==> src/rtl/jtag_seq_pkg.sv <==
// Shared definitions for the JTAG shift sequencer: op codes, FSM encoding,
// and the TMS walk patterns used to move the TAP between Run-Test/Idle and the shift states.
package jtag_seq_pkg;

    localparam int CNT_W = 7;

    typedef enum logic [1:0] {
        OP_TAP_RESET = 2'b00,
        OP_SHIFT_IR  = 2'b01,
        OP_SHIFT_DR  = 2'b10,
        OP_RUN_IDLE  = 2'b11
    } jtag_op_e;

    typedef enum logic [2:0] {
        S_IDLE  = 3'd0,
        S_RESET = 3'd1,
        S_HDR   = 3'd2,
        S_SHIFT = 3'd3,
        S_TAIL  = 3'd4,
        S_RUN   = 3'd5,
        S_RSP   = 3'd6
    } seq_state_e;

    // Patterns are read LSB first: bit k is the TMS value of the k-th TCK of the segment.
    localparam logic [CNT_W-1:0] RESET_TCKS = 7'd6;
    localparam logic [CNT_W-1:0] RESET_ONES = 7'd5;
    localparam logic [3:0]       HDR_DR_TMS = 4'b0001;
    localparam logic [CNT_W-1:0] HDR_DR_LEN = 7'd3;
    localparam logic [3:0]       HDR_IR_TMS = 4'b0011;
    localparam logic [CNT_W-1:0] HDR_IR_LEN = 7'd4;
    localparam logic [3:0]       TAIL_TMS   = 4'b0001;
    localparam logic [CNT_W-1:0] TAIL_LEN   = 7'd2;

    function automatic logic pat_bit(input logic [3:0] pat, input logic [CNT_W-1:0] idx);
        logic [3:0] sh;
        sh = pat >> idx;
        return sh[0];
    endfunction

    function automatic logic [3:0] hdr_tms(input jtag_op_e op);
        if (op == OP_SHIFT_IR) begin
            return HDR_IR_TMS;
        end else begin
            return HDR_DR_TMS;
        end
    endfunction

    function automatic logic [CNT_W-1:0] hdr_len(input jtag_op_e op);
        if (op == OP_SHIFT_IR) begin
            return HDR_IR_LEN;
        end else begin
            return HDR_DR_LEN;
        end
    endfunction

endpackage

==> src/rtl/jtag_tck_gen.sv <==
// TCK divider: CLK_DIV clk low then CLK_DIV clk high while enabled; parked low otherwise.
// CLK_DIV must be at least 1.
module jtag_tck_gen #(
    parameter int CLK_DIV = 2
) (
    input  logic clk,
    input  logic trst,
    input  logic en,
    output logic tck,
    output logic fall_stb,
    output logic rise_stb
);

    localparam int DIV_W = (CLK_DIV > 1) ? $clog2(CLK_DIV) : 1;

    logic [DIV_W-1:0] div_cnt_r;
    logic             tck_r;
    logic             wrap_s;

    assign wrap_s   = (div_cnt_r == DIV_W'(CLK_DIV - 1));
    assign rise_stb = en && wrap_s && !tck_r;
    assign fall_stb = en && wrap_s && tck_r;
    assign tck      = tck_r;

    // Phase counter and TCK level; restarting from a low phase whenever re-enabled.
    always_ff @(posedge clk or negedge trst) begin
        if (!trst) begin
            div_cnt_r <= '0;
            tck_r     <= 1'b0;
        end else if (!en) begin
            div_cnt_r <= '0;
            tck_r     <= 1'b0;
        end else if (wrap_s) begin
            div_cnt_r <= '0;
            tck_r     <= ~tck_r;
        end else begin
            div_cnt_r <= div_cnt_r + DIV_W'(1);
            tck_r     <= tck_r;
        end
    end

endmodule

==> src/rtl/jtag_shift_sequencer.sv <==
// Command-driven JTAG master: walks the TAP through reset, IR/DR scans and idle
// clocking, capturing TDO into a right-aligned response word.
module jtag_shift_sequencer
    import jtag_seq_pkg::*;
#(
    parameter int MAX_BITS = 32,
    parameter int CLK_DIV  = 2
) (
    input  logic                clk,
    input  logic                trst,
    input  logic                cmd_valid,
    output logic                cmd_ready,
    input  logic [1:0]          cmd_op,
    input  logic [5:0]          cmd_len,
    input  logic [MAX_BITS-1:0] cmd_data,
    output logic                rsp_valid,
    input  logic                rsp_ready,
    output logic [MAX_BITS-1:0] rsp_data,
    output logic                tck,
    output logic                tms,
    output logic                tdi,
    input  logic                tdo,
    output logic                busy
);

    seq_state_e          state_r, state_n;
    jtag_op_e            op_r, op_n;
    logic [CNT_W-1:0]    idx_r, idx_n, len_r, len_n;
    logic [CNT_W-1:0]    eff_len_s, seg_len_s;
    logic                seg_last_s;
    logic [MAX_BITS-1:0] data_r, data_n, mask_r, mask_n, rsp_data_r;
    logic                tms_r, tms_n, tdi_r, tdi_n;
    logic                rsp_valid_r, busy_r, cmd_ready_r;
    logic                accept_s, en_s, fall_stb_s, rise_stb_s;

    assign accept_s = cmd_valid && cmd_ready_r && (state_r == S_IDLE);
    assign en_s     = (state_r == S_RESET) || (state_r == S_HDR) || (state_r == S_SHIFT) ||
                      (state_r == S_TAIL)  || (state_r == S_RUN);

    jtag_tck_gen #(.CLK_DIV(CLK_DIV)) u_tck_gen (
        .clk      (clk),
        .trst     (trst),
        .en       (en_s),
        .tck      (tck),
        .fall_stb (fall_stb_s),
        .rise_stb (rise_stb_s)
    );

    // Shift lengths above the data width are clamped; idle counts pass through unchanged.
    always_comb begin
        eff_len_s = CNT_W'(cmd_len);
        if (((cmd_op == OP_SHIFT_IR) || (cmd_op == OP_SHIFT_DR)) &&
            ({26'd0, cmd_len} > 32'(MAX_BITS))) begin
            eff_len_s = CNT_W'(MAX_BITS);
        end else begin
            eff_len_s = CNT_W'(cmd_len);
        end
    end

    // Next-state logic: segments advance on TCK falling strobes, then the upcoming
    // TCK's TMS/TDI are derived so they change exactly at the start of a low phase.
    always_comb begin
        state_n   = state_r;
        op_n      = op_r;
        idx_n     = idx_r;
        len_n     = len_r;
        data_n    = data_r;
        mask_n    = mask_r;
        tms_n     = tms_r;
        tdi_n     = 1'b0;
        seg_len_s = '0;

        case (state_r)
            S_RESET: seg_len_s = RESET_TCKS;
            S_HDR:   seg_len_s = hdr_len(op_r);
            S_SHIFT: seg_len_s = len_r;
            S_TAIL:  seg_len_s = TAIL_LEN;
            S_RUN:   seg_len_s = len_r;
            default: seg_len_s = '0;
        endcase
        seg_last_s = (idx_r == seg_len_s - CNT_W'(1));

        case (state_r)
            S_IDLE: begin
                if (accept_s) begin
                    op_n   = jtag_op_e'(cmd_op);
                    len_n  = eff_len_s;
                    data_n = cmd_data;
                    mask_n = MAX_BITS'(1);
                    idx_n  = '0;
                    case (op_n)
                        OP_TAP_RESET: state_n = S_RESET;
                        OP_RUN_IDLE:  state_n = (eff_len_s == '0) ? S_RSP : S_RUN;
                        default:      state_n = (eff_len_s == '0) ? S_RSP : S_HDR;
                    endcase
                end else begin
                    state_n = S_IDLE;
                end
            end
            S_RESET, S_HDR, S_SHIFT, S_TAIL, S_RUN: begin
                if (fall_stb_s && seg_last_s) begin
                    idx_n = '0;
                    case (state_r)
                        S_HDR:   state_n = S_SHIFT;
                        S_SHIFT: state_n = S_TAIL;
                        default: state_n = S_RSP;
                    endcase
                end else if (fall_stb_s) begin
                    idx_n = idx_r + CNT_W'(1);
                    if (state_r == S_SHIFT) begin
                        data_n = data_r >> 1;
                        mask_n = mask_r << 1;
                    end else begin
                        data_n = data_r;
                    end
                end else begin
                    state_n = state_r;
                end
            end
            S_RSP: begin
                if (rsp_valid_r && rsp_ready) begin
                    state_n = S_IDLE;
                end else begin
                    state_n = S_RSP;
                end
            end
            default: state_n = S_IDLE;
        endcase

        case (state_n)
            S_RESET: tms_n = (idx_n < RESET_ONES);
            S_HDR:   tms_n = pat_bit(hdr_tms(op_n), idx_n);
            S_SHIFT: begin
                tms_n = (idx_n == len_n - CNT_W'(1));
                tdi_n = data_n[0];
            end
            S_TAIL:  tms_n = pat_bit(TAIL_TMS, idx_n);
            S_RUN:   tms_n = 1'b0;
            default: tms_n = tms_r;
        endcase
    end

    // Sequencer state, pin registers and the response handshake.
    always_ff @(posedge clk or negedge trst) begin
        if (!trst) begin
            state_r     <= S_IDLE;
            op_r        <= OP_TAP_RESET;
            idx_r       <= '0;
            len_r       <= '0;
            data_r      <= '0;
            mask_r      <= '0;
            tms_r       <= 1'b1;
            tdi_r       <= 1'b0;
            rsp_data_r  <= '0;
            rsp_valid_r <= 1'b0;
            busy_r      <= 1'b0;
            cmd_ready_r <= 1'b0;
        end else begin
            state_r     <= state_n;
            op_r        <= op_n;
            idx_r       <= idx_n;
            len_r       <= len_n;
            data_r      <= data_n;
            mask_r      <= mask_n;
            tms_r       <= tms_n;
            tdi_r       <= tdi_n;
            busy_r      <= (state_n != S_IDLE);
            cmd_ready_r <= (state_n == S_IDLE);
            if (accept_s) begin
                rsp_data_r <= '0;
            end else if ((state_r == S_SHIFT) && rise_stb_s && tdo) begin
                rsp_data_r <= rsp_data_r | mask_r;
            end else begin
                rsp_data_r <= rsp_data_r;
            end
            if ((state_r == S_RSP) && !rsp_valid_r) begin
                rsp_valid_r <= 1'b1;
            end else if (rsp_valid_r && rsp_ready) begin
                rsp_valid_r <= 1'b0;
            end else begin
                rsp_valid_r <= rsp_valid_r;
            end
        end
    end

    assign cmd_ready = cmd_ready_r;
    assign rsp_valid = rsp_valid_r;
    assign rsp_data  = rsp_data_r;
    assign tms       = tms_r;
    assign tdi       = tdi_r;
    assign busy      = busy_r;

endmodule

==> config.mk <==
export PLATFORM = sky130hd
export DESIGN_NAME = jtag_shift_sequencer
export DESIGN_NICKNAME = d
export VERILOG_FILES = /design/src/rtl/jtag_seq_pkg.sv /design/src/rtl/jtag_tck_gen.sv /design/src/rtl/jtag_shift_sequencer.sv
export SDC_FILE = /design/constraint.sdc
export NUM_CORES = 1
export LEC_CHECK = 0
export ABC_AREA = 1
export BUFFER_PORTS_ARGS = -buffer_cell sky130_fd_sc_hd__buf_2
export CAP_MARGIN = 20
export CORE_ASPECT_RATIO = 0.6
export CORE_MARGIN = 10
export CORE_UTILIZATION = 57
export CTS_CLUSTER_DIAMETER = 50
export DETAILED_ROUTE_END_ITERATION = 6
export GPL_TIMING_DRIVEN = 0
export PLACE_DENSITY = 0.79
export SETUP_SLACK_MARGIN = 0.1
export SLEW_MARGIN = 25
export SYNTH_ARGS = -nofsm -noshare
export SYNTH_HDL_FRONTEND = slang
export SYNTH_SLANG_ARGS = --single-unit
==> constraint.sdc <==
create_clock -name clk -period 3.3 [get_ports clk]
set_input_delay 0.66 -clock clk [delete_from_list [all_inputs] [get_ports clk]]
set_output_delay 0.66 -clock clk [all_outputs]
set_load 0.01 [all_outputs]
==> flow_summary.json <==
{
  "outcome": "finished clean",
  "min-delay-path-class": "primary input to asynchronous set/reset pin",
  "cts-buffers-inserted": 17,
  "place.port_buffers": 82,
  "max-slew-margin-rel_pct": 56.74,
  "cts_tree": "built",
  "cts_sinks": 122,
  "slowest_stage": "dfrtp_2",
  "path_buf_inv": 6,
  "cts_root_buffer": "clkbuf_16",
  "die_area_um2": 14870,
  "whs_ps": 245.5,
  "post_drt_via_cell_ratio": 5.602,
  "wirelength_met1_um": 7632,
  "dr_wl_met3_um": 1725,
  "synth.yosys.warnings": 0,
  "clock_pin_slew_worst_setup_and_hold_paths_ps": 60,
  "critical_path_arrival_ps": 3420,
  "grt_usage_pct": 22.08,
  "core_area_um2": 9950,
  "max_stage_delay_ps": 470,
  "critical_path.max_fanout": 8,
  "detail_route.drc_violations": 0,
  "clock_insertion_delay_worst_skew_ps": 420,
  "synth.avg_cell_area_um2": 8.374,
  "synth_cell_types": 41,
  "drive_gt1_share_pct": 24.67,
  "global_route.overflow_total": 0,
  "post_synth_top_area_share_pct": 51.65,
  "drtIter0Drc": 453,
  "first_pass_grt_wire_length_um": 26150,
  "portion_of_the_clock_cycle_consumed_by_the_worst_path_in_the_final_layout_pct": 94.50,
  "dr_wl_cell_um": 17.03,
  "cts_hold_buffers": 0,
  "path_class": "flop to flop",
  "top_layer": "met4",
  "placementRows": 28,
  "via_count_of_the_first_global_routing_pass": 5093,
  "yosysSeqAreaShare_pct": 52.10,
  "pwr_density_cell_nw_per_um2": 867.2,
  "place_congestion": 0.9350,
  "floorplan.die.height_um": 98.55,
  "final_util_pct": 73.19,
  "final_max_slew_viol_count": 0,
  "worst-endpoint-required_ps": 3610,
  "post-dp-hpwl_um": 11570,
  "cp_common_cell": "nand2_2",
  "area_growth_pct": 24.23,
  "final_net_count": 864,
  "worst_ir_drop_vdd_mv": 0.4427,
  "worst_slew_pin_slew_ps": 648.9,
  "crit_chain": "buf_4 -> nand3_2 -> nand2_2 -> nand2_2 -> inv_1 -> nor2_4 -> ha_4 -> xor2_1 -> nand4_1 -> nor2_1 -> nand2_1 -> inv_1 -> nand2_2 -> nor2_4 -> nand2_4 -> buf_6 -> o21ai_4 -> inv_1 -> nand2_2 -> nor2_4 -> buf_4 -> and2_1",
  "antenna_cells": 0,
  "post_synthesis_cell_type_with_the_largest_combined_area": "dfrtp_1",
  "achievable-frequency_ghz": 0.3207,
  "start_kind": "flop",
  "grt_start_max_net_pins": 69,
  "count_of_pins_on_the_block_boundary": 83,
  "grt_antenna_before_repair": 0,
  "layout.area.seq_um2": 3055,
  "synth.cell_area_um2": 5862,
  "routed_wirelength_um": 16380,
  "yosys-top-cells-area": "dfrtp_1 52%, nand2_1 9.7%, inv_1 7.0%",
  "mappedNetlistNets": 750,
  "max-cap-violations": 0,
  "synthCells": 700,
  "layout.filler_cells": 719,
  "clock_skew_ps": 12.81,
  "routed-via-count": 5389,
  "number_of_antenna_violating_nets_in_the_routed_design": 0,
  "unrepaired_setup_endpoints_after_global_routing": "true",
  "power_leakage_nw": 3.791,
  "timing.final.setup_violations": 0,
  "critPathCaptureType": "flop",
  "synth.ff_latch_count": 122,
  "length_of_routed_met2_wiring_um": 6922,
  "layout_setup_ws_ps": 181.4,
  "pre_cts_ws_ps": -166.0,
  "period_needed_ps": 3119,
  "maximum_clock_path_buffer_count": 2,
  "h-tree-depth": 4,
  "die-width_um": 150.9,
  "footprint_of_the_multi_input_gates_um2": 2361,
  "cp_top_family": "simple AND/OR/NAND/NOR gates",
  "ff2ff_setup_slack_ps": 180,
  "initial_standard_cell_utilization_of_the_core_pct": 58.92,
  "timing.final.hold_violations": 0,
  "drt-pass1-iter-count": 6
}
[cells in the mapped netlist]
master	count
nor2_4	1
clkinv_2	1
nand3b_1	4
dfstp_2	1
and2_1	1
o31ai_1	1
or2_2	2
nand2_2	9
dfrtp_1	121
o22ai_1	31
o21ai_0	10
clkbuf_1	10
nor4_1	1
a21boi_0	1
o221ai_1	29
xnor2_1	2
and3_1	1
nor3_2	1
o21ai_1	2
buf_1	6
nand4_1	6
a21boi_1	1
nand3_2	4
o211ai_1	2
nor2_1	62
xor2_1	11
nor2_2	5
a21oi_1	39
nand3_1	43
a311oi_1	1
o21bai_1	1
inv_1	109
ha_1	5
nand2_1	152
o21ai_2	1
buf_4	3
inv_2	8
buf_6	1
nor3_1	2
buf_2	8
nand2_4	1
[sequential cells by signal, indices dropped and copies added, names as in the netlist]
name                 cells
data_r                  32
mask_r                  32
rsp_data                32
idx_r                    7
len_r                    7
state_r                  3
op_r                     2
busy                     1
cmd_ready                1
rsp_valid                1
tdi                      1
tms                      1
u_tck_gen.div_cnt_r      1
u_tck_gen.tck            1
[routing by layer]
metal | vias up | GRT usage, %
li1 | 2517 | -
met1 | 2601 | 32.77
met2 | 260 | 29.99
met3 | 11 | 7.306
met4 | 0 | 5.822
met5 | - | 0
[metrics by stage]
step	power [mW]	cell area (µm²)	std cells	TNS, ps
2_1_floorplan	3.652	5862	700	0
3_3_place_gp	4.183	6441	917	-684.9
3_5_place_dp	4.288	6475	918	-7841
4_1_cts	6.119	7121	956	0
5_1_grt	6.728	7282	962	-16.36
6_report	6.315	7282	962	0
[cell families (layout without fill, tap and decap cells)]
family	count (synthesis)	count (layout)	synth area share (%)
buf+inv	146	273	9.861
xor+xnor	13	13	1.942
compound gates	119	119	13.06
simple gates	295	295	21.96
fa+ha+maj	5	5	1.067
flops	122	122	52.10
[area by class of cell]
| cell class | instances | share of cell area (%) |
|---|---|---|
| buffer | 28 | 2.182 |
| clock buffer | 18 | 6.031 |
| clock inverter | 14 | 1.564 |
| inverter | 118 | 6.134 |
| multi-input combinational | 432 | 32.42 |
| sequential | 122 | 41.96 |
| tap | 135 | 2.320 |
| timing repair buffer | 95 | 7.388 |
[placed cells by master (no fill, tap or decap), types with 2 or more instances in the layout]
| master | netlist | final |
|---|---|---|
| buf_2 | 8 | 83 |
| inv_2 | 8 | 8 |
| o22ai_1 | 31 | 31 |
| nor2_4 | 1 | 5 |
| inv_1 | 109 | 108 |
| inv_6 | 0 | 3 |
| nand3_1 | 43 | 39 |
| ha_1 | 5 | 4 |
| buf_4 | 3 | 17 |
| clkinv_2 | 1 | 3 |
| nand3b_1 | 4 | 4 |
| o21ai_0 | 10 | 10 |
| clkinvlp_4 | 0 | 3 |
| nand4_1 | 6 | 6 |
| o21ai_1 | 2 | 2 |
| nand2_2 | 9 | 18 |
| clkbuf_16 | 0 | 17 |
| o211ai_1 | 2 | 2 |
| clkbuf_4 | 0 | 2 |
| a21oi_1 | 39 | 38 |
| nand2_1 | 152 | 141 |
| xnor2_1 | 2 | 2 |
| buf_6 | 1 | 4 |
| nand3_2 | 4 | 8 |
| clkbuf_1 | 10 | 10 |
| clkbuf_2 | 0 | 5 |
| nand2_4 | 1 | 3 |
| xor2_1 | 11 | 11 |
| or2_2 | 2 | 2 |
| nor2_2 | 5 | 6 |
| clkinv_4 | 0 | 5 |
| dfrtp_1 | 121 | 120 |
| o221ai_1 | 29 | 29 |
| nor2_1 | 62 | 57 |
[report_power, final]
part	switching [mW]	internal, mW
sequential	0.160	1.79
clock	0.736	0.992
combinational	1.72	0.911
total	2.62	3.69
[repair_timing]
item / CTS / global route
resized for setup: 14 / 34
pin swaps: 5 / 19
setup endpoints to repair: 66 / 68
buffers inserted: 6 / 6
[final timing paths]
path / from / endpoint / depth (start not counted)
worst max-delay path: state_r[1] / tdi / 22
worst min-delay path: trst / op_r[0] / 1
worst max register to register: state_r[1] / tdi / 22
worst min register to register: rsp_data[11] / rsp_data[11] / 2
max in group asynchronous: trst / data_r[29] / 2
min in group clk: cmd_data[21] / data_r[21] / 3
Note: power is estimated with default switching activity, not from simulation.
